`config.mk`:
```
export PLATFORM = sky130hd
export DESIGN_NAME = mac_tile_mp_flat
export DESIGN_NICKNAME = d
export VERILOG_FILES = /design/src/rtl/mac_tile_mp_pkg.sv /design/src/rtl/mac_tile_mp_if.sv /design/src/rtl/mac_tile_mp_cell.sv /design/src/rtl/mac_tile_mp.sv /design/src/flat_wrapper.sv
export SDC_FILE = /design/constraint.sdc
export NUM_CORES = 1
export LEC_CHECK = 0
export CELL_PAD_IN_SITES_DETAIL_PLACEMENT = 1
export CELL_PAD_IN_SITES_GLOBAL_PLACEMENT = 1
export CORE_MARGIN = 5
export CORE_UTILIZATION = 31
export DETAILED_ROUTE_END_ITERATION = 10
export GPL_TIMING_DRIVEN = 1
export PLACE_DENSITY = 0.73
export SYNTH_ARGS = -nofsm -noshare
export SYNTH_HDL_FRONTEND = slang
export SYNTH_SLANG_ARGS = --single-unit
export TNS_END_PERCENT = 5
```
`constraint.sdc`:
```
create_clock -name clk -period 9.65 [get_ports clk]
set_input_delay 2.895 -clock clk [delete_from_list [all_inputs] [get_ports clk]]
set_output_delay 2.895 -clock clk [all_outputs]
set_load 0.01 [all_outputs]
```
`src/rtl/mac_tile_mp_pkg.sv`:
```
// Shared encodings and lane-grouping helpers for the multi-precision MAC tile.
package mac_mp_pkg;

    typedef enum logic [1:0] {
        MODE_2B = 2'b00,
        MODE_4B = 2'b01,
        MODE_8B = 2'b10
    } mode_e;

    typedef enum logic {
        WAIT_LOAD = 1'b0,
        LOADED    = 1'b1
    } state_e;

    // Reserved encoding 11 falls back to the 2-bit grouping.
    function automatic int group_size(input logic [1:0] mode);
        case (mode)
            MODE_4B: return 2;
            MODE_8B: return 4;
            default: return 1;
        endcase
    endfunction

    function automatic int lane_src(input logic [1:0] mode, input int lane);
        return lane & ~(group_size(mode) - 1);
    endfunction

    function automatic int lane_shift(input logic [1:0] mode, input int lane, input int a_bw);
        return a_bw * (lane & (group_size(mode) - 1));
    endfunction

endpackage

```
`src/rtl/mac_tile_mp_if.sv`:
```
// Systolic-neighbour bus of the MAC tile: west/north inputs, east/south outputs.
interface mac_tile_mp_if #(
    parameter int LANES   = 4,
    parameter int a_bw    = 2,
    parameter int w_bw    = 4,
    parameter int psum_bw = 16
);
    logic [1:0]              mode;
    logic                    reload;
    logic [1:0]              inst_w;
    logic [1:0]              inst_e;
    logic [LANES*a_bw-1:0]   in_x;
    logic [LANES*a_bw-1:0]   out_x;
    logic [LANES*w_bw-1:0]   in_w;
    logic [LANES*w_bw-1:0]   out_w;
    logic [psum_bw-1:0]      in_psum_c;
    logic [psum_bw-1:0]      out_s;
    logic                    loaded;

    modport master (
        output mode, reload, inst_w, in_x, in_w, in_psum_c,
        input  inst_e, out_x, out_w, out_s, loaded
    );

    modport slave (
        input  mode, reload, inst_w, in_x, in_w, in_psum_c,
        output inst_e, out_x, out_w, out_s, loaded
    );
endinterface

```
`src/rtl/mac_tile_mp_cell.sv`:
```
// Base MAC cell: unsigned activation times signed weight plus carry-in.
module mac_tile_mp_cell #(
    parameter int a_bw    = 2,
    parameter int w_bw    = 4,
    parameter int psum_bw = 16
) (
    input  logic        [a_bw-1:0]    i_a,
    input  logic signed [w_bw-1:0]    i_b,
    input  logic signed [psum_bw-1:0] i_c,
    output logic signed [psum_bw-1:0] o_out
);
    logic signed [psum_bw-1:0] w_a;
    logic signed [psum_bw-1:0] w_b;

    assign w_a   = psum_bw'(i_a);
    assign w_b   = psum_bw'(i_b);
    assign o_out = w_a * w_b + i_c;
endmodule

```
`src/rtl/mac_tile_mp.sv`:
```
// Weight-stationary multi-precision MAC tile: lanes fused in groups of 1/2/4 by shift-add.
module mac_tile_mp
    import mac_mp_pkg::*;
#(
    parameter int LANES   = 4,
    parameter int a_bw    = 2,
    parameter int w_bw    = 4,
    parameter int psum_bw = 16
) (
    input  logic          clk,
    input  logic          reset,
    mac_tile_mp_if.slave  bus
);
    localparam int LW = (LANES > 1) ? $clog2(LANES) : 1;

    state_e                        r_state, w_state_nxt;
    logic [1:0]                    r_mode;
    logic [LANES-1:0][w_bw-1:0]    r_b;
    logic [LANES-1:0][a_bw-1:0]    r_a;
    logic [psum_bw-1:0]            r_c;
    logic [1:0]                    r_inst_e;
    logic [LANES*w_bw-1:0]         r_out_w;

    logic [LANES-1:0][w_bw-1:0]    w_in_w;
    logic [LANES-1:0][w_bw-1:0]    w_b_cap;
    logic signed [psum_bw-1:0]     w_p [LANES];
    logic [psum_bw-1:0]            w_sum;
    logic                          w_capture;
    logic                          w_pass;

    assign w_in_w = bus.in_w;

    always_ff @(posedge clk or posedge reset) begin
        if (reset) r_state <= WAIT_LOAD;
        else       r_state <= w_state_nxt;
    end

    // reload wins over a simultaneous kernel load, so no capture that cycle.
    always_comb begin
        w_state_nxt = r_state;
        w_capture   = 1'b0;
        w_pass      = 1'b0;
        if (bus.reload) begin
            w_state_nxt = WAIT_LOAD;
        end else begin
            case (r_state)
                WAIT_LOAD: if (bus.inst_w[0]) begin
                    w_capture   = 1'b1;
                    w_state_nxt = LOADED;
                end
                LOADED:    w_pass = bus.inst_w[0];
                default:   w_state_nxt = WAIT_LOAD;
            endcase
        end
    end

    generate
        for (genvar gi = 0; gi < LANES; gi++) begin : g_lane
            // Every lane of a fused group takes the weight of the group's first lane.
            assign w_b_cap[gi] = w_in_w[LW'(lane_src(bus.mode, gi))];

            mac_tile_mp_cell #(
                .a_bw    (a_bw),
                .w_bw    (w_bw),
                .psum_bw (psum_bw)
            ) u_cell (
                .i_a   (r_a[gi]),
                .i_b   (r_b[gi]),
                .i_c   ('0),
                .o_out (w_p[gi])
            );
        end
    endgenerate

    always_ff @(posedge clk or posedge reset) begin
        if (reset) begin
            r_mode   <= '0;
            r_b      <= '0;
            r_a      <= '0;
            r_c      <= '0;
            r_inst_e <= '0;
            r_out_w  <= '0;
        end else begin
            r_c      <= bus.in_psum_c;
            r_inst_e <= {bus.inst_w[1], w_pass};
            if (bus.inst_w[1]) r_a <= bus.in_x;
            if (w_capture) begin
                r_b    <= w_b_cap;
                r_mode <= bus.mode;
            end
            if (w_pass) r_out_w <= bus.in_w;
        end
    end

    // Lane k within a group carries activation bits [2k+1:2k], hence the shift.
    always_comb begin
        w_sum = r_c;
        for (int i = 0; i < LANES; i++)
            w_sum = w_sum + (w_p[i] << lane_shift(r_mode, i, a_bw));
    end

    assign bus.out_s  = w_sum;
    assign bus.out_x  = r_a;
    assign bus.out_w  = r_out_w;
    assign bus.inst_e = r_inst_e;
    assign bus.loaded = (r_state == LOADED);
endmodule

```
`src/flat_wrapper.sv`:
```
// flat-port wrapper written by rule: the top's interface ports become plain ports
module mac_tile_mp_flat import mac_mp_pkg::*;
#(
    parameter int LANES   = 4,
    parameter int a_bw    = 2,
    parameter int w_bw    = 4,
    parameter int psum_bw = 16
)
  (clk, reset, bus_mode, bus_reload, bus_inst_w, bus_in_x, bus_in_w, bus_in_psum_c, bus_inst_e, bus_out_x, bus_out_w, bus_out_s, bus_loaded);
  mac_tile_mp_if #(.LANES(LANES), .a_bw(a_bw), .w_bw(w_bw), .psum_bw(psum_bw)) bus_i ();
  input  logic clk;
  input  logic reset;
  input wire logic [$bits(bus_i.mode)-1:0] bus_mode;
  input wire logic [$bits(bus_i.reload)-1:0] bus_reload;
  input wire logic [$bits(bus_i.inst_w)-1:0] bus_inst_w;
  input wire logic [$bits(bus_i.in_x)-1:0] bus_in_x;
  input wire logic [$bits(bus_i.in_w)-1:0] bus_in_w;
  input wire logic [$bits(bus_i.in_psum_c)-1:0] bus_in_psum_c;
  output wire logic [$bits(bus_i.inst_e)-1:0] bus_inst_e;
  output wire logic [$bits(bus_i.out_x)-1:0] bus_out_x;
  output wire logic [$bits(bus_i.out_w)-1:0] bus_out_w;
  output wire logic [$bits(bus_i.out_s)-1:0] bus_out_s;
  output wire logic [$bits(bus_i.loaded)-1:0] bus_loaded;
  assign bus_i.mode = bus_mode;
  assign bus_i.reload = bus_reload;
  assign bus_i.inst_w = bus_inst_w;
  assign bus_i.in_x = bus_in_x;
  assign bus_i.in_w = bus_in_w;
  assign bus_i.in_psum_c = bus_in_psum_c;
  assign bus_inst_e = bus_i.inst_e;
  assign bus_out_x = bus_i.out_x;
  assign bus_out_w = bus_i.out_w;
  assign bus_out_s = bus_i.out_s;
  assign bus_loaded = bus_i.loaded;
  mac_tile_mp #(.LANES(LANES), .a_bw(a_bw), .w_bw(w_bw), .psum_bw(psum_bw)) u_core (.clk(clk), .reset(reset), .bus(bus_i));
endmodule
```
Word level (Yosys, flattened, before mapping)
Cells that the tools add are included.
{ "classes": {"add_sub_neg": 6, "multipliers": 4, "div_mod_pow": 0, "magnitude_cmp": 3, "eq_ne": 4, "n_shift": 3, "mux": 16, "bitwise": 1, "reduce_logical": 0} }
{ "ops": {"columns": ["operator", "n"], "rows": [
  ["$add A16 B16 Y16", 4],
  ["$shl A16 B3 Y16", 2],
  ["$mul A3 B4 Y7", 4],
  ["$mux W4", 6],
  ["$shl A16 B2 Y16", 1],
  ["$bmux W4 S2", 1],
  ["$lt A2 B4 Y1 const B", 2],
  ["$pmux W2 S2", 2],
  ["$mux W1", 7],
  ["$eq A2 B1 Y1 const B", 2],
  ["$eq A2 B2 Y1 const B", 2],
  ["$lt A1 B3 Y1 const B", 1],
  ["$not A2 Y2", 1],
  ["$sub A2 B1 Y2 const B", 1],
  ["$sub A2 B2 Y2 const B", 1]
]} }
{ "word_totals": {"register_bits": 61, "latch_bits": 0, "ramBits": 0, "romBits": 0, "inputBits": 47, "elab_cells": 50, "mem_count": 0} }

Longest topological paths before layout
Gate-level depths: netlist of run 1.
{ "depth": {"ltp_word": 7, "depth_mapped": 23, "ltp_nobuf": 21} }

Hierarchy
Synthesis of run 1 repeated with hierarchy kept, for this count alone.
{ "unflattened": {"hier_cells": 1106, "area_unflattened_um2": 9618.0} }
{ "by_module_without_submodules": {"columns": ["module", "instances", "cells_per_inst", "area_each_um2", "seq_area_each_um2"], "rows": [
  ["mac_tile_mp", 1, 473, 4699.5, 1426.4],
  ["mac_tile_mp_cell (u_core.g_lane[1].u_cell ...)", 2, 159, 1229.9, 0.0],
  ["mac_tile_mp_cell (u_core.g_lane[3].u_cell)", 1, 159, 1242.4, 0.0],
  ["mac_tile_mp_cell (u_core.g_lane[0].u_cell)", 1, 156, 1216.2, 0.0]
]} }

Worst setup path before layout of run 1
OpenSTA, ideal clock, no wires.
{ "synth_timing": {"path_type": "register to output", "from": "reg u_core.r_a (netlist bit u_core.bus.out_x[0])", "to": "out bus_out_s[13]", "t_arrival_ns": 5.249, "t_required_ns": 6.755, "setup_slack_ns": 1.506, "stages_incl_launch_ff": 20, "n_path_buf": 1, "path_cell_list": "dfrtp_1 > and2_1 > ha_1 > ha_1 > fa_1 > inv_1 > o211ai_1 > mux2i_1 > fa_1 > fa_1 > inv_1 > fa_1 > inv_1 > ha_1 > buf_6 > o21ai_0 > o211ai_1 > o211ai_2 > or4b_1 > o311ai_1"} }
{ "synth_between": {"elab_chain_cells": 5} }
{ "synth_lines": {"columns": ["element", "line", "source"], "rows": [
  ["from (decl)", "mac_tile_mp.sv:19", "logic [LANES-1:0][a_bw-1:0] r_a;"],
  ["from (signal assigned)", "mac_tile_mp.sv:86", "if (bus.inst_w[1]) r_a <= bus.in_x;"],
  ["$mul A3 B4 Y7", "mac_tile_mp_cell.sv:17", "assign o_out = w_a * w_b + i_c;"],
  ["$add A16 B16 Y16 (4 in series)", "mac_tile_mp.sv:99", "w_sum = w_sum + (w_p[i] << lane_shift(r_mode, i, a_bw));"],
  ["to (decl)", "flat_wrapper.sv:22", "output wire logic [$bits(bus_i.out_s)-1:0] bus_out_s;"]
]} }
No other way between the ends.

Final worst setup path of run 1
{ "layout_timing": {"from": "reg u_core.r_a (netlist bit u_core.bus.out_x[2])", "to": "out bus_out_s[13]"} }
{ "layout_between": {"elab_chain_cells": 5} }
{ "layout_lines": {"columns": ["element", "line"], "rows": [
  ["$mul A3 B4 Y7", "mac_tile_mp_cell.sv:17"],
  ["$shl A16 B2 Y16", "mac_tile_mp.sv:99"],
  ["$add A16 B16 Y16 (3 in series)", "mac_tile_mp.sv:99"]
]} }
No other way between the ends.

==> reports/metrics.csv, run 1 <==
metric,value,unit
vias in the first global route,4750,
pre-CTS setup slack,0.5711,ns
DRC,0,
met1 GRT Util,0.1814,
Hold WC Path Type,reg2reg,
status,"complete, no violations",
DRT iter0 DRCs,72,
register area share after synthesis,0.2778,
#FFs+latches synth,57,
Final ANT Viol Nets,0,
WS Path Type,reg2out,
number of synthesized flops with an enable pin,0,
cts hold-fix bufs,0,
Avg Synthesized Cell Area,9.472,um2
# rows,47,
# port buffers,89,
period utilisation layout,0.9676,
cells after synthesis,542,
Syn-to-layout area delta,28.22,%
HPWL Detailed,11.63,mm
DIE AREA,19230,um2
total wire length,14.15,mm
clk slew on worst S/H paths,0.05,ns
GR Util All Layers,0.1512,
clk buf depth,2,
"commonest non-fill, non-tap cells in the layout","clkdlybuf4s50_1 (89), inv_1 (78), nand2_1 (75)",
share of cells above drive strength 1,0.08176,
CP Data Arrival Time,6.44,ns
fin crit period,9.337,ns
Routed WL per cell,16.53,um
RSZ-0062 raised after global routing,true,
Vias,4048,
Fin Clk Skew,0.006152,ns
# IOs,90,
Worst setup EP type,primary output,
Max Fclk,107.1,MHz
H-tree levels,3,
largest net degree at the start of global routing,58,
final core occ,0.4012,
Max-Cap Viols,0,
async set-reset flop share out of synthesis,1.000,
Yosys cell types,52,
post-route design area,6583,um2
final worst setup slack,0.3127,ns
GR peak layer,met2,
final hold vios,0,
Antenna Cells,0,
Die Y,138.7,um
initial antenna violation count,0,
Max-slew headroom,0.4768,
met2 capacity usage during global routing,0.2590,
startpoint types,flip-flop,
CTS Sinks,57,
Main synth FF type,dfrtp_1,
CTS tree,done,
Die Wd,138.7,um
Vias/cell,4.729,
Core Region,16410,um2
global-route wire length before repair,23.85,mm
"commonest non-fill, non-tap cell in the layout",clkdlybuf4s50_1,
met3 Usage GRT,0.05483,
gpl congestion,0.8719,
grt total ovfl,0,
Post-layout nets,769,
Worst Tran Pin Value,0.7848,ns
placed cell area,6265,um2
Worst EP required,6.76,ns
CTS resizes,0,
# Post-CTS Setup Buffers,0,
CP Max Fanout,8,
DRT Pass-1 Iters,6,
final setup fails,0,
Mapped Area,5134,um2
total CTS buffers,9,
Clk Tree Root Cell,clkbuf_16,
synthesized net count,680,
YS warnings,0,
Clock Latency Late Sink,0.34,ns
Initial Util,0.3129,
pins over their slew limit,0,
per-stage QoR:
stage | hold WS, ns | std cells | setup TNS, ns
final | 0.4860 | 856 | 0
after global routing | 0.5151 | 856 | -0.00006040
after CTS | 0.4927 | 856 | 0
after detailed placement | 0.4690 | 840 | 0
after global placement | 0.4590 | 840 | 0
after floorplan | 0.4849 | 542 | 0
metal layers:
| layer | share of wire | vias to the layer above | wire length [um] |
|---|---|---|---|
| li1 | - | 1952 | - |
| met1 | 0.43 | 1980 | 6097 |
| met2 | 0.49 | 99 | 6942 |
| met3 | 0.063 | 17 | 895 |
| met4 | 0.015 | 0 | 212 |
| met5 | 0 | - | 0 |
sequential cells by signal, summed over array words and instances, names as in the netlist:
name               count
u_core.bus.loaded      1
u_core.bus.inst_e      2
u_core.r_c            16
u_core.bus.out_w      16
u_core.r_mode          2
u_core.r_b            12
u_core.bus.out_x       8
critical path, stage by stage, from the launching register on:
cell and delay (ns):
dfrtp_1 0.46, and2_1 0.20, ha_1 0.28, ha_1 0.16
inv_1 0.06, fa_1 0.42, nor2_1 0.13, a32oi_1 0.13
a31oi_1 0.22, a21o_1 0.21, mux2i_1 0.12, fa_1 0.47
fa_1 0.54, inv_1 0.05, fa_1 0.49, inv_1 0.04
ha_1 0.37, a211oi_2 0.28, o211ai_1 0.15, o211ai_2 0.19
or4b_1 0.45, o311ai_1 0.10, clkdlybuf4s50_1 0.59
kinds of logic (layout without fill, tap and decap cells):
group           Yosys count  after routing  share of synthesized area
buf+inv                  94            188                    0.07068
flops                    57             57                     0.2778
simple gates            159            159                     0.1394
compound gates           81             81                    0.09944
mux                      36             36                    0.08701
xor+xnor                 24             24                    0.04241
fa+ha+maj                91             91                     0.2832
cell usage after synthesis, types with 5 or more instances:
cell type  number  share of area
mux2_2         19          0.042
a21oi_1        36          0.035
nor2_1         35          0.026
nor3_1          6         0.0058
clkbuf_1        9         0.0066
nand3_1         6         0.0058
mux2i_1        12          0.023
fa_1           42           0.16
dfrtp_1        57           0.28
mux4_2          5          0.022
nand2_1        75          0.055
a21o_1          5         0.0073
xnor2_1        14          0.024
and2_1         20          0.024
nand2b_1        5         0.0061
xor2_1          9          0.015
ha_1           49           0.12
inv_1          79          0.058
o21ai_0        10         0.0097
final timing paths:
check,startpoint,end,slack [ns],depth (start not counted)
worst max-delay path,u_core.bus.out_x[2],bus_out_s[13],0.31,22
worst max register to register,u_core.bus.loaded,u_core.bus.out_w[15],7.67,4
worst min register to register,u_core.bus.out_w[0],u_core.bus.out_w[0],0.49,2
min in group asynchronous,reset,u_core.bus.out_w[7],3.08,3
worst min-delay path,u_core.bus.out_w[0],u_core.bus.out_w[0],0.49,2
max in group asynchronous,reset,u_core.bus.out_x[3],6.03,3
layout make-up:
type                            count  area (um2)
Tap cell                          220       275.3
Timing Repair Buffer               92       913.4
Fill cell                        1868        9824
Clock inverter                      6       66.31
Inverter                           80       300.3
Sequential cell                    57        1426
Clock buffer                       10       239.0
Multi-Input combinational cell    391        3362
Power of run 1 is left out: the tool's default activity adds up to more than one toggle a clock period on the data nets, which glitch-free logic cannot reach.
==> run 2, diff against run 1 <==
--- a/config.mk
+++ b/config.mk
@@ -12,6 +12,8 @@
 export DETAILED_ROUTE_END_ITERATION = 10
 export GPL_TIMING_DRIVEN = 1
 export PLACE_DENSITY = 0.73
+export RECOVER_POWER = 100
+export SKIP_CTS_REPAIR_TIMING = 1
 export SYNTH_ARGS = -nofsm -noshare
 export SYNTH_HDL_FRONTEND = slang
 export SYNTH_SLANG_ARGS = --single-unit
==> reports/metrics.csv, run 2 (synthesis results as in run 1) <==
metric,value,unit
pre-CTS setup slack,0.5711,ns
Die Wd,138.7,um
delay of the slowest critical-path stage,0.59,ns
most frequent CP cell,fa_1,
WS Path Type,reg2out,
share of cells above drive strength 1,0.07547,
Initial Util,0.3129,
period utilisation layout,0.9666,
Fin Clk Skew,0.005726,ns
startpoint types,flip-flop,
fill count,1871,
Syn-to-layout area delta,27.98,%
Max-slew headroom,-1.190,
global-route wire length before repair,23.85,mm
pins over their slew limit,58,
largest net degree at the start of global routing,58,
Final ANT Viol Nets,0,
Max Fclk,107.2,MHz
CTS tree,done,
met2 capacity usage during global routing,0.2590,
met3 Usage GRT,0.05483,
GR peak layer,met2,
final hold vios,0,
Clk Tree Root Cell,clkbuf_16,
# port buffers,89,
CP max-delay cell,clkdlybuf4s50_1,
grt total ovfl,0,
gpl congestion,0.8719,
met1 GRT Util,0.1814,
final worst setup slack,0.3228,ns
"commonest non-fill, non-tap cell in the layout",inv_1,
violated checks,"max-capacitance violations, max-slew violations",
clk slew on worst S/H paths,0.06,ns
"commonest non-fill, non-tap cells in the layout","inv_1 (78), nand2_1 (75), dfrtp_1 (57)",
RSZ-0062 raised after global routing,true,
Vias,4053,
final core occ,0.4004,
CTS Sinks,57,
CP Data Arrival Time,6.43,ns
Worst setup EP type,primary output,
H-tree levels,3,
Post-layout nets,769,
total CTS buffers,9,
DIE AREA,19230,um2
Vias/cell,4.735,
Top delay family on crit path,adder cells,
total wire length,14.07,mm
final setup fails,0,
HPWL Detailed,11.63,mm
DRC,0,
Antenna Cells,0,
critical-path cell list,and2_1 -> ha_1 -> ha_1 -> inv_1 -> fa_1 -> nor2_1 -> a32oi_1 -> a31oi_1 -> a21o_1 -> mux2i_1 -> fa_1 -> fa_1 -> inv_1 -> fa_1 -> inv_1 -> ha_1 -> a211oi_2 -> o211ai_1 -> o211ai_2 -> or4b_1 -> o311ai_1 -> clkdlybuf4s50_1,
DRT Pass-1 Iters,6,
Clock Latency Late Sink,0.34,ns
initial antenna violation count,0,
Worst Tran Pin Value,3.285,ns
# IOs,90,
Max-Cap Viols,1,
Hold WC Path Type,reg2reg,
dpl cells,840,
fin crit period,9.327,ns
status,"complete, but fails checks",
CP Max Fanout,8,
DRT iter0 DRCs,74,
clk buf depth,2,
vias in the first global route,4750,
Core Region,16410,um2
# rows,47,
non-filler instance count after layout,856,
Die Y,138.7,um
Worst EP required,6.76,ns
Routed WL per cell,16.44,um
GR Util All Layers,0.1512,
CP bufs+invs,4,
[run 2: changes by cell type in the layout (fill, tap and decap cells not counted)]
cell and delta:
inv_2 -1, nor3b_2 -1, nor3b_1 +1, dlygate4sd3_1 +56
clkdlybuf4s50_1 -56, clkbuf_1 +2, clkinv_1 +1, buf_4 -2
[run 2: layout make-up]
| type | instances | area (um2) | area share |
|---|---|---|---|
| multi-input cells | 391 | 3357 | 0.5110 |
| flip-flops and latches | 57 | 1426 | 0.2171 |
| repair buffers | 92 | 905.9 | 0.1379 |
| inverters | 80 | 300.3 | 0.04571 |
| well taps | 220 | 275.3 | 0.04190 |
| clock buffers | 10 | 239.0 | 0.03637 |
| clock inverters | 6 | 66.31 | 0.01009 |
[run 2: worst register-to-register path, delay by kind of cell, from the launching register on]
family                 cells  cell delay [ns]
buffers and inverters      1             0.62
AND/OR/NAND/NOR            3             0.81
flip-flops                 1             0.41
[run 2: final timing paths]
path,cells after the start,to,from,slack (ns)
min,2,u_core.bus.out_w[8],u_core.bus.out_w[8],0.48
min reg2reg,2,u_core.bus.out_w[8],u_core.bus.out_w[8],0.48
max reg2reg,4,u_core.bus.out_w[15],u_core.bus.loaded,7.70
max,22,bus_out_s[13],u_core.bus.out_x[2],0.32
min in group asynchronous,3,u_core.bus.out_w[7],reset,4.24
max in group asynchronous,3,u_core.bus.out_x[3],reset,3.54
[run 2: metrics by stage]
stage               cell area (um2)  setup TNS, ns  hold WS, ns
floorplan                      5134              0       0.4849
global placement               6265              0       0.4590
detailed placement             6265              0       0.4690
CTS                            6570              0       0.4927
global route                   6570    -0.00006040       0.5102
finish                         6570              0       0.4804
[run 2: layer usage]
metal | vias to the layer above | share of wire
met5 | - | 0
met4 | 0 | 0.015
met3 | 18 | 0.063
met2 | 96 | 0.49
met1 | 1986 | 0.43
li1 | 1953 | -
Power of run 2 is left out for the same reason.
